<file path="src/rtl/beat_sequencer.sv">
// Game-flow controller for the arrow game: master FSM, level-scaled metronome,
// and lives/level/tempo bookkeeping driven by collision events.
`timescale 1ns/1ps
module beat_sequencer #(
    parameter int CNT_BITS        = 27,
    parameter int BEAT_INIT       = 100000000,
    parameter int BEAT_STEP       = 6250000,
    parameter int BEAT_MIN        = 25000000,
    parameter int LIVES_INIT      = 3,
    parameter int HITS_PER_LEVEL  = 16,
    parameter int COUNTDOWN_BEATS = 3
) (
    input  logic       clk,
    input  logic       reset,
    input  logic       start,
    input  logic       pause_sw,
    input  logic       correct_hit,
    input  logic       incorrect_hit,
    input  logic       miss,
    output logic [2:0] game_state,
    output logic       beat_tick,
    output logic [2:0] lives,
    output logic [3:0] level,
    output logic [1:0] countdown,
    output logic       game_over
);

    typedef enum logic [2:0] {
        S_IDLE      = 3'd0,
        S_COUNTDOWN = 3'd1,
        S_PLAY      = 3'd2,
        S_PAUSE     = 3'd3,
        S_OVER      = 3'd4
    } state_t;

    localparam int HIT_BITS = $clog2(HITS_PER_LEVEL + 1);
    localparam logic [HIT_BITS-1:0] HIT_LAST   = HIT_BITS'(HITS_PER_LEVEL - 1);
    localparam logic [CNT_BITS-1:0] P_INIT     = CNT_BITS'(BEAT_INIT);
    localparam logic [CNT_BITS-1:0] P_STEP     = CNT_BITS'(BEAT_STEP);
    localparam logic [CNT_BITS-1:0] P_MIN      = CNT_BITS'(BEAT_MIN);
    localparam logic [CNT_BITS-1:0] P_ONE      = CNT_BITS'(1);
    localparam logic [CNT_BITS:0]   STEP_FLOOR = (CNT_BITS + 1)'(BEAT_MIN + BEAT_STEP);
    localparam logic [2:0]          L_INIT     = 3'(LIVES_INIT);
    localparam logic [1:0]          CD_INIT    = 2'(COUNTDOWN_BEATS);

    state_t                state_q, state_n;
    state_t                resume_q, resume_n;
    logic [CNT_BITS-1:0]   cnt_q, cnt_n;
    logic [CNT_BITS-1:0]   period_q, period_n;
    // target_q is the period the next wrap will load; level-ups only touch it.
    logic [CNT_BITS-1:0]   target_q, target_n;
    logic [HIT_BITS-1:0]   hit_q, hit_n;
    logic [2:0]            lives_q, lives_n;
    logic [3:0]            level_q, level_n;
    logic [1:0]            cd_q, cd_n;
    logic                  active;
    logic                  tick;
    logic                  loss;

    assign active = (state_q == S_COUNTDOWN) || (state_q == S_PLAY);
    assign tick   = active && (cnt_q == (period_q - P_ONE));
    assign loss   = incorrect_hit | miss;

    always_ff @(posedge clk or posedge reset) begin
        if (reset) begin
            state_q  <= S_IDLE;
            resume_q <= S_PLAY;
            cnt_q    <= '0;
            period_q <= P_INIT;
            target_q <= P_INIT;
            hit_q    <= '0;
            lives_q  <= L_INIT;
            level_q  <= 4'd0;
            cd_q     <= 2'd0;
        end else begin
            state_q  <= state_n;
            resume_q <= resume_n;
            cnt_q    <= cnt_n;
            period_q <= period_n;
            target_q <= target_n;
            hit_q    <= hit_n;
            lives_q  <= lives_n;
            level_q  <= level_n;
            cd_q     <= cd_n;
        end
    end

    always_comb begin
        state_n  = state_q;
        resume_n = resume_q;
        cnt_n    = cnt_q;
        period_n = period_q;
        target_n = target_q;
        hit_n    = hit_q;
        lives_n  = lives_q;
        level_n  = level_q;
        cd_n     = cd_q;

        case (state_q)
            S_IDLE, S_OVER: begin
                if (start) begin
                    state_n  = S_COUNTDOWN;
                    lives_n  = L_INIT;
                    level_n  = 4'd0;
                    period_n = P_INIT;
                    target_n = P_INIT;
                    cnt_n    = '0;
                    hit_n    = '0;
                    cd_n     = CD_INIT;
                end
            end

            S_COUNTDOWN, S_PLAY: begin
                if (tick) begin
                    cnt_n    = '0;
                    period_n = target_q;
                end else begin
                    cnt_n = cnt_q + P_ONE;
                end

                if (state_q == S_COUNTDOWN) begin
                    if (tick) begin
                        if (cd_q == 2'd1) begin
                            state_n = S_PLAY;
                            cd_n    = 2'd0;
                        end else begin
                            cd_n = cd_q - 2'd1;
                        end
                    end
                end else if (loss) begin
                    // A simultaneous correct hit is deliberately dropped here.
                    if (lives_q <= 3'd1) begin
                        lives_n = 3'd0;
                        state_n = S_OVER;
                        cnt_n   = '0;
                    end else begin
                        lives_n = lives_q - 3'd1;
                    end
                end else if (correct_hit) begin
                    if (hit_q == HIT_LAST) begin
                        hit_n = '0;
                        if (level_q != 4'd15) level_n = level_q + 4'd1;
                        target_n = ({1'b0, target_q} < STEP_FLOOR) ? P_MIN : (target_q - P_STEP);
                    end else begin
                        hit_n = hit_q + HIT_BITS'(1);
                    end
                end

                // Resume to wherever this cycle would have gone, unless the game ended.
                if (pause_sw && (state_n != S_OVER)) begin
                    resume_n = state_n;
                    state_n  = S_PAUSE;
                end
            end

            S_PAUSE: begin
                if (!pause_sw) state_n = resume_q;
            end

            default: state_n = S_IDLE;
        endcase
    end

    assign game_state = state_q;
    assign beat_tick  = tick;
    assign lives      = lives_q;
    assign level      = level_q;
    assign countdown  = (state_q == S_COUNTDOWN) ? cd_q : 2'd0;
    assign game_over  = (state_q == S_OVER);

endmodule

</file>
<file path="config.mk">
export PLATFORM = sky130hd
export DESIGN_NAME = beat_sequencer
export DESIGN_NICKNAME = d
export VERILOG_FILES = /design/src/rtl/beat_sequencer.sv
export SDC_FILE = /design/constraint.sdc
export NUM_CORES = 1
export LEC_CHECK = 0
export ABC_AREA = 1
export CORE_MARGIN = 5
export CORE_UTILIZATION = 55
export CTS_BUF_LIST = sky130_fd_sc_hd__clkbuf_4 sky130_fd_sc_hd__clkbuf_8
export DETAILED_ROUTE_END_ITERATION = 10
export PLACE_DENSITY = 0.71
export SYNTH_ARGS = -nofsm -noshare
export SYNTH_HDL_FRONTEND = slang
export SYNTH_SLANG_ARGS = --single-unit
</file>
<file path="constraint.sdc">
create_clock -name clk -period 4.52 [get_ports clk]
set_input_delay 0.452 -clock clk [delete_from_list [all_inputs] [get_ports clk]]
set_output_delay 0.452 -clock clk [all_outputs]
set_load 0.005 [all_outputs]
</file>
==> results of run 1 <==
==> layer usage <==
layer | routed length (µm) | vias up | share of wire [%] | track usage [%]
met1 | 6573 | 2418 | 49 | 30.60
li1 | - | 2566 | - | -
met3 | 510 | 20 | 3.8 | 3.607
met2 | 6218 | 111 | 46 | 34.90
met5 | 0 | - | 0 | 0
met4 | 221 | 0 | 1.6 | 6.731
==> layout make-up <==
class | instances | area share, %
clock inverter | 4 | 0.8803
sequential | 93 | 36.91
multi-input combinational | 556 | 46.91
tap | 136 | 2.660
clock buffer | 12 | 2.387
timing repair buffer | 22 | 3.365
inverter | 117 | 6.886
==> through the flow <==
stage / hold slack (ns) / power, W / cell area [µm²]
floorplan: 0.4365 / 0.002182 / 5899
global placement: 0.4560 / 0.002489 / 6187
detailed placement: 0.4540 / 0.002537 / 6187
CTS: 0.3647 / 0.003136 / 6396
global route: 0.3809 / 0.003378 / 6396
finish: 0.3713 / 0.003117 / 6396
==> cell families (layout without fill, tap and decap cells) <==
logic type                 after synthesis  in the layout  synth area share (%)
muxes                                    1              1                0.1697
adders and majority gates                8              8                 1.697
xor gates and xnor gates                51             51                 7.572
AOI/OAI and AO/OA                      116            116                 11.79
buffers and inverters                  134            155                 9.120
DFF                                     93             93                 40.02
and+or+nand+nor                        380            380                 29.63
==> power by group through the flow <==
stage / combinational [W] / clock [W] / sequential (W)
6_report: 0.00137 / 0.000586 / 0.00116
3_5_place_dp: 0.00136 / 0 / 0.00118
5_1_grt: 0.00156 / 0.000636 / 0.00119
4_1_cts: 0.00137 / 0.000603 / 0.00116
3_3_place_gp: 0.00132 / 0 / 0.00117
2_1_floorplan: 0.00103 / 0 / 0.00115
==> registers in the layout, indices dropped and copies added (netlist names) <==
register    count
cnt_q          27
lives           3
resume_q        3
period_q       23
level           4
game_state      3
cd_q            2
hit_q           5
target_q       23
==> cell usage after synthesis, types with 2 or more instances <==
cell type / n / area (µm²)
a31oi_1: 2 / 12.51
xnor2_1: 17 / 148.9
clkbuf_1: 8 / 30.03
buf_2: 5 / 25.02
o22ai_1: 24 / 150.1
nor2_2: 8 / 50.05
clkinv_1: 2 / 7.510
nand3_2: 2 / 20.02
inv_2: 2 / 7.510
nand3b_1: 8 / 60.06
dfrtp_1: 66 / 1652
nor2_4: 8 / 90.09
nor3_1: 12 / 60.06
nor4_1: 6 / 37.54
nand2_2: 5 / 31.28
inv_1: 113 / 424.2
a21oi_1: 17 / 85.08
nand3_1: 50 / 250.2
nor2_1: 83 / 311.6
buf_6: 2 / 22.52
a22oi_1: 9 / 67.56
dfstp_2: 27 / 709.4
o21ai_0: 49 / 245.2
nand2_1: 173 / 649.4
o31ai_1: 2 / 15.01
nand4_1: 18 / 112.6
xor2_1: 34 / 297.8
a21oi_2: 3 / 26.28
ha_1: 8 / 100.1
==> final timing paths <==
check,cells after the start,slack [ns],startpoint,endpoint
worst max-delay path,13,0.96,period_q[4],beat_tick
worst min-delay path,2,0.37,reset,level[3]
worst max register to register,11,1.13,game_state[2],target_q[17]
worst min register to register,2,0.48,resume_q[1],resume_q[1]
max in group asynchronous,3,3.31,reset,period_q[14]
min in group clk,2,0.48,resume_q[1],resume_q[1]
==> results.md, run 1 <==
- Root buf cell: clkbuf_8
- Layout filler cell count: 946
- Achievable frequency: 281.1 MHz
- Outcome: completed
- Post-DP HPWL: 10.23 mm
- Pwr/cell area: 487.3 nW/µm²
- Die Ht: 113.6 µm
- Min cycle time layout: approximately 3.6 ns
- Area of the multi-input gates: 3000 µm²
- Chip width: 113.6 µm
- Share of layout cells above drive strength 1: 10.07%
- DRT Wirelength: ~14 mm
- Worst hold path type: in2async
- Initial core utilization: ~57%
- Internal power: roughly 0.0017 W
- Clock transition at path regs: around 0.09 ns
- Crit share post-route: 78.71%
- Final Setup Violations: 0
- Synthesized area: between 5000 and 6000 µm²
- Starting DRC count in detailed routing: 330
- Post-synthesis sequential area ratio: roughly two fifths
- Post-layout util: 61.41%
- Ys flop type: dfrtp_1
- Post-CTS Resized: 0
- Pre-CTS setup slack: 1.170 ns
- Netlist cell types: 49
- Latest clock arrival within the worst-skew pair: 0.37 ns
- Slew headroom: 38.11%
- First-pass GRT wire length: 23.27 mm
- Most used cell, CP: nand2_2
- #FFs+latches synth: 93
- Syn Nets: approximately 800
- Clock Path Buffers: 2
- RSZ-0062 raised after global routing: no
- Setup tns final: 0 ns
- Die Area: ~13000 µm²
- Psw: 0.001380 W
- Seq pwr share: a little under two fifths
- Syn. warnings: 0
- Commonest cells after routing, fill and taps aside: nand2_1, inv_1, nor2_1
- Critical Path Slowest Stage Cell: clkdlybuf4s50_1
- Maxcap violations: 0
- Number of flops mapped to enable cells by yosys: 0
- Overflow after GRT: 0
- Combinational share of power: 43.9%
- Hold_buf cts: 0
- Startpoint Class: flip-flop
- Critical Path AT: roughly 3.1 ns
- CP Class: reg2out
- Via/cell ratio: 5.441
- Commonest non-fill, non-tap cell in the layout: nand2_1
- Sink Count: 93
- Worst slew pin tran: 0.9275 ns
- Clock power frac: 18.8%
- Drc violations: 0
- H-Tree Level Count: 3
- Cts bufs inserted: 9
- Via Count: 5115
- Tot GR Track Use: 21.88%
- Port bufs: 20
- Antenna fix cells: 0
- Max-slew violation count: 0
- Max IR drop VDD: 0.3344 mV
- Largest net degree at the start of global routing: 43
- ANT nets after route: 0
- WP data required: 4.07 ns
- Post-route setup slack: 0.9623 ns
- CTS tree: done
- Synthesis-to-layout area growth: 8.420%
- CP max FO: 15
- Routed WL per cell: 14.39 µm
- Ys async rst share: 100.0%
- Fin. Hold Viols: 0
- Top cell family by delay on the critical path: simple AND/OR/NAND/NOR gates
- Crit path cell chain: inv_1 > ha_1 > nand2_2 > nor2_4 > nand2_2 > nor2_2 > nand3b_1 > nand2_1 > nand2_2 > nor2_2 > nand3_4 > nor2_4 > clkdlybuf4s50_1
- Core Area: 10420 µm²
- Gpl congestion: around 0.9
- Avg Inst Size Synth: 7.534 µm²
- Placed Cells: 924
- Worst Skew: 0.01498 ns
- Nets: 814
- Cells after synthesis: 783
- FF/Latch Area: 2361 µm²
- Initial antenna violation count: 0
- Endpoint class of the critical path: primary output
- Vias in the first global route: around 5.0k
- Slowest stage delay, CP: 0.58 ns
- Leak Pwr: ~2.9 nW
- Post-Layout Cell Count: between 900 and 1k
- 1st-pass router iterations: 5
- # IOs: 21
- Worst path bufs/invs: 2
- Switching share of power: 44.28%
- Std cell rows: 37
- Number of post-CTS setup repair buffers: 0
Power figures use the tool's default switching activity.
==> run 2, diff against run 1 <==
==> constraint.sdc (replaced) <==
create_clock -name clk -period 3.5 [get_ports clk]
set_input_delay 0.35 -clock clk [delete_from_list [all_inputs] [get_ports clk]]
set_output_delay 0.35 -clock clk [all_outputs]
set_load 0.005 [all_outputs]
==> results.md, run 2 (same netlist as run 1, synthesis figures left out) <==
- Outcome: completed
- Die Ht: 113.6 µm (unchanged)
- Die Area: 12900 µm² (unchanged)
- Nets: 819 (+0.61%)
- Hold_buf cts: 0 (unchanged)
- DP Area: 6237 µm² (+0.81%)
- Seq pwr share: 37.0% (-0.3 points)
- Largest net degree at the start of global routing: 94 (+120%)
- Max IR drop VDD: 0.5297 mV (+58%)
- Post-DP HPWL: 10.27 mm (+0.35%)
- Min cycle time layout: 3.233 ns
- Via/cell ratio: 5.389 (-0.96%)
- Clock Path Buffers: 2 (unchanged)
- DRT Wirelength: 13.64 mm (+0.85%)
- Largest register by flop count: cnt_q
- Initial core utilization: 56.64% (unchanged)
- Fin. Hold Viols: 0 (unchanged)
- Max-slew violation count: 0 (unchanged)
- Root buf cell: clkbuf_8
- Tot GR Track Use: 22.59% (+0.71 points)
- RSZ-0062 raised after global routing: no
- Startpoint Class: flip-flop
- Combinational share of power: 44.6% (+0.7 points)
- Endpoint class of the critical path: primary output
- CTS tree: done
- Area of the multi-input gates: 3005 µm² (+0.17%)
- Top Registers: cnt_q (27), period_q (23), target_q (23)
- CP max FO: 6 (-9)
- Starting DRC count in detailed routing: 375 (+14%)
- ANT nets after route: 0 (unchanged)
- Commonest non-fill, non-tap cell in the layout: nand2_1
- Routed WL per cell: 14.43 µm (+0.32%)
- Vias in the first global route: 4932 (-0.68%)
- Latest clock arrival within the worst-skew pair: 0.38 ns (about the same)
- Critical Path AT: 2.88 ns (-0.23 ns)
- Clock power frac: 18.4% (-0.4 points)
- First-pass GRT wire length: 23.66 mm (+1.7%)
- H-Tree Level Count: 3 (unchanged)
- Chip width: 113.6 µm (unchanged)
- Achievable frequency: between 300 and 400 MHz
- Leak Pwr: 2.875 nW (+0.76%)
- Synthesis-to-layout area growth: 9.205%
- FF/Latch Area: 2361 µm² (unchanged)
- Worst slew pin tran: 0.8873 ns (-0.04020 ns)
- Worst Skew: 0.01385 ns (-0.001131 ns)
- Finished Cell Area: 6442 µm² (+0.72%)
- Share of layout cells above drive strength 1: 10.88% (+0.80 points)
- Initial antenna violation count: 0 (unchanged)
- Pwr/cell area: 631.5 nW/µm² (+30%)
- WP data required: 3.15 ns (-0.92 ns)
- 1st-pass router iterations: 5 (unchanged)
- Post-route setup slack: 0.2666 ns (-0.6957 ns)
- Clock transition at path regs: 0.10 ns (about the same)
- Core Area: 10420 µm² (unchanged)
- Setup tns final: 0 ns (unchanged)
- Crit share post-route: 92.38%
- Maxcap violations: 0 (unchanged)
- # IOs: 21 (unchanged)
- WHS: 0.4020 ns (+0.03072 ns)
- Cts bufs inserted: 9 (unchanged)
- Switching share of power: 44.37% (+0.087 points)
- Antenna fix cells: 0 (unchanged)
- Commonest cells after routing, fill and taps aside: nand2_1, inv_1, nor2_1
- Internal power: 0.002263 W (+30%)
- Overflow after GRT: 0 (unchanged)
- Gpl congestion: 0.8738 (-2.6%)
- Drc violations: 0 (unchanged)
- Std cell rows: 37 (unchanged)
- Layout filler cell count: 929 (-1.8%)
- Sink Count: 93 (unchanged)
- Via Count: 5093 (-0.43%)
- Port bufs: 20 (unchanged)
- Worst hold path type: in2async
- CP Class: reg2out
- Psw: 0.001805 W (+31%)
- Max FFs per register: 27 (unchanged)
- Pre-CTS setup slack: 0.5821 ns (-0.5878 ns)
- Final Setup Violations: 0 (unchanged)
- Slew headroom: 40.79% (+2.7 points)
run 2: changes by cell type in the layout (fill, tap and decap cells not counted), sizes merged:
| cell | delta |
|---|---|
| buf | +5 |
| inv | +1 |
| clkinvlp | +1 |
| clkbuf | -2 |
run 2: final cells by class:
type / count / area share [%]
clock buffer: 10 / 2.039
timing repair buffer: 27 / 4.117
clock inverter: 6 / 1.068
tap: 136 / 2.641
inverter: 117 / 6.836
sequential: 93 / 36.65
multi-input combinational: 556 / 46.65
run 2: power by group through the flow:
stage / Sequential [W] / Combinational [W] / Clock, W
3_5_place_dp: 0.00152 / 0.00180 / 0
5_1_grt: 0.00153 / 0.00205 / 0.000817
2_1_floorplan: 0.00148 / 0.00134 / 0
3_3_place_gp: 0.00151 / 0.00176 / 0
6_report: 0.00150 / 0.00182 / 0.000748
4_1_cts: 0.00150 / 0.00181 / 0.000771
run 2: routing by layer:
| metal | global-route usage [%] | up-vias | wire length [µm] |
|---|---|---|---|
| li1 | - | 2577 | - |
| met1 | 31.80 | 2402 | 6708 |
| met2 | 35.34 | 95 | 6167 |
| met3 | 2.971 | 19 | 498 |
| met4 | 9.054 | 0 | 265 |
| met5 | 0 | - | 0 |
run 2: path summary, 6_finish.rpt:
check                              start      endpoint  slack [ns]  cells after the start
max in group asynchronous          reset   target_q[8]        2.70                      3
setup reg to reg           game_state[0]  target_q[17]        0.59                     11
setup / recovery             period_q[4]     beat_tick        0.27                     13
hold / removal                     reset      level[2]        0.40                      3
min in group clk             resume_q[1]   resume_q[1]        0.48                      2
hold reg to reg              resume_q[1]   resume_q[1]        0.48                      2
run 2: repair_timing:
item / 4_1_cts / 5_1_grt
buffers inserted: 0 / 0
endpoints found under the setup margin: 0 / 1
resized for setup: 0 / 2
run 2: critical path: stages (launching register included):
cell	delay, ns
dfrtp_1	0.38
inv_1	0.14
ha_2	0.24
nand2_2	0.13
nor2_4	0.18
nand2_1	0.11
nor2_2	0.14
nand2_1	0.09
nand3_1	0.08
nand2_2	0.06
nor2_2	0.16
nand3_4	0.14
nor2_4	0.14
clkdlybuf4s50_1	0.52
run 2: metrics by stage:
stage          util [%]  instances  total power, W
5_1_grt           61.85        945        0.004394
3_3_place_gp      59.88        929        0.003267
4_1_cts           61.80        945        0.004078
3_5_place_dp      59.88        929        0.003317
6_report          61.85        945        0.004068
2_1_floorplan         -        783        0.002818
==> patch (settings of run 1) <==
The parameter `HITS_PER_LEVEL` goes from 16 to 8.
--- a/src/rtl/beat_sequencer.sv
+++ b/src/rtl/beat_sequencer.sv
@@ -7,7 +7,7 @@
     parameter int BEAT_STEP       = 6250000,
     parameter int BEAT_MIN        = 25000000,
     parameter int LIVES_INIT      = 3,
-    parameter int HITS_PER_LEVEL  = 16,
+    parameter int HITS_PER_LEVEL  = 8,
     parameter int COUNTDOWN_BEATS = 3
 ) (
     input  logic       clk,
Function: same outputs for any inputs over 10 cycles, from zero or initial values and one cycle with reset high; that may be too few to reach the edited logic, so the function may still have changed.
==> patch against run 1 <==
Count of clock-buffer cells in the layout shrank 3; core utilization rose by 0.11 points; highest routed layer unchanged; via count rose by 0.12%; total power grew 4.4%; final area rose by 0.18%; sequential cell count fell by 1; combinational power rose by 12%; largest power group unchanged; largest cell class unchanged; area after synthesis increased by 0.21%; wire length decreased by 2.4%; hold slack improved by 0.13 ns; setup slack worse by 0.064 ns; fmax decreased by 1.8%.
==> patch: results (changes against run 1) <==
\begin{tabular}{lr}
\hline
Metric & Value \\
\hline
\multicolumn{2}{l}{\textbf{Worst setup path}} \\
Worst r2r path cells & 8 (-3) \\
Largest driver fanout on the critical path & 13 (-2) \\
Crit-path leading delay family & buffers and inverters \\
FF-to-FF End & cnt\_q[25] \\
RR Startpoint & game\_state[2] \\
Register-to-register path setup slack & 1.60 ns (+0.47 ns) \\
Highest cell delay on the worst timing path & 0.56 ns (-0.02 ns) \\
\multicolumn{2}{l}{\textbf{Power}} \\
Internal portion of total power & 1740 uW (about the same) \\
Leakage & 0.00295 uW (+3.5\%) \\
IR drop worst, VDD & 0.000423 V (+26\%) \\
\multicolumn{2}{l}{\textbf{Hold path}} \\
Min-delay worst type & register to register \\
\multicolumn{2}{l}{\textbf{Clock network}} \\
Worst-skew pair later-pin latency & 0.39 ns (+0.02 ns) \\
\multicolumn{2}{l}{\textbf{Global route}} \\
Global-route wire length before repair & 23,100 um (-0.65\%) \\
Combined global-route utilization of all metal layers & 22.0\% (+0.096 points) \\
Number of global-route vias before repair & 4,926 (-0.81\%) \\
Largest net degree at the start of global routing & 62 (+44\%) \\
\multicolumn{2}{l}{\textbf{Logic synthesis}} \\
Commonest cells in the synthesized netlist & 207 x sky130\_fd\_sc\_hd\_\_nand2\_1, 104 x sky130\_fd\_sc\_hd\_\_inv\_1, 76 x sky130\_fd\_sc\_hd\_\_nor2\_1, 65 x sky130\_fd\_sc\_hd\_\_dfrtp\_1, 48 x sky130\_fd\_sc\_hd\_\_nand3\_1 \\
Net count of the mapped netlist & 809 (+1.4\%) \\
Leading cell types by total area after synthesis & sky130\_fd\_sc\_hd\_\_dfrtp\_1 28\%, sky130\_fd\_sc\_hd\_\_nand2\_1 13\%, sky130\_fd\_sc\_hd\_\_dfstp\_2 12\%, sky130\_fd\_sc\_hd\_\_inv\_1 6.6\%, sky130\_fd\_sc\_hd\_\_xor2\_1 5.8\% \\
\multicolumn{2}{l}{\textbf{Cells and area}} \\
Fraction of layout cells with a size suffix above 1 & 11.1\% (+1.0 points) \\
Final Net Count & 830 (+2.0\%) \\
\multicolumn{2}{l}{\textbf{Timing}} \\
Fin Hold WS & 0.497 ns (+0.125 ns) \\
Slew @ Worst Pin & 1.06 ns (+0.134 ns) \\
Layout Skew & 0.0123 ns (-0.00264 ns) \\
\multicolumn{2}{l}{\textbf{Place}} \\
Post-detailed-placement half-perimeter wirelength & 9970 um (-2.5\%) \\
RD Place Congestion & 0.891 (-0.68\%) \\
\multicolumn{2}{l}{\textbf{Run status}} \\
Run status & complete, no violations \\
\multicolumn{2}{l}{\textbf{Detailed routing}} \\
DRT iter0 DRCs & 367 (+11\%) \\
\hline
\end{tabular}
[patch: layout make-up]
| type | instances | area [um^2] |
|---|---|---|
| Fill cell | 934 | 4010 |
| Multi-Input combinational cell | 573 | 3060 |
| Sequential cell | 92 | 2340 |
| Inverter | 115 | 435 |
| Timing Repair Buffer | 24 | 230 |
| Tap cell | 136 | 170 |
| Clock buffer | 9 | 124 |
| Clock inverter | 7 | 56.3 |
[patch: kinds of logic (layout without fill, tap and decap cells)]
family,count (synthesis),after routing,synth area share (%)
flops,92,92,39.5
buf+inv,129,155,8.80
fa+ha+maj,8,8,1.69
compound gates,119,119,12.3
xor+xnor,52,52,7.94
simple gates,394,394,29.7
[patch: routing by layer]
layer  GRT usage [%]  share of wire [%]
met5               0                  0
met4            9.46                2.1
met3            3.29                4.4
met2            33.9                 45
met1            30.8                 49
[patch: metrics by stage]
stage                     std cells  utilization [%]  worst slack (ns)  total power [uW]  instance area, um^2
after floorplan                 794                -              1.72              2330                 5910
after CTS                       956             61.5             0.903              3260                 6410
after global placement          940             59.8              1.43              2670                 6230
after global routing            956             61.5             0.607              3540                 6410
after detailed placement        940             59.8              1.36              2720                 6230
final                           956             61.5             0.898              3250                 6410
[patch: worst max-delay path by stage]
stage	from	end	cells after the start
floorplan	reset	cd_q[0]	1
global placement	period_q[4]	beat_tick	14
finish	period_q[4]	beat_tick	16
detailed placement	period_q[4]	beat_tick	14
CTS	period_q[4]	beat_tick	14
global route	period_q[4]	beat_tick	15
[patch: power by group through the flow]
stage               registers (uW)  clock network [uW]  logic, uW
finish                        1190                 537       1530
global route                  1220                 588       1730
CTS                           1190                 552       1530
detailed placement            1200                   0       1520
global placement              1200                   0       1470
floorplan                     1170                   0       1160
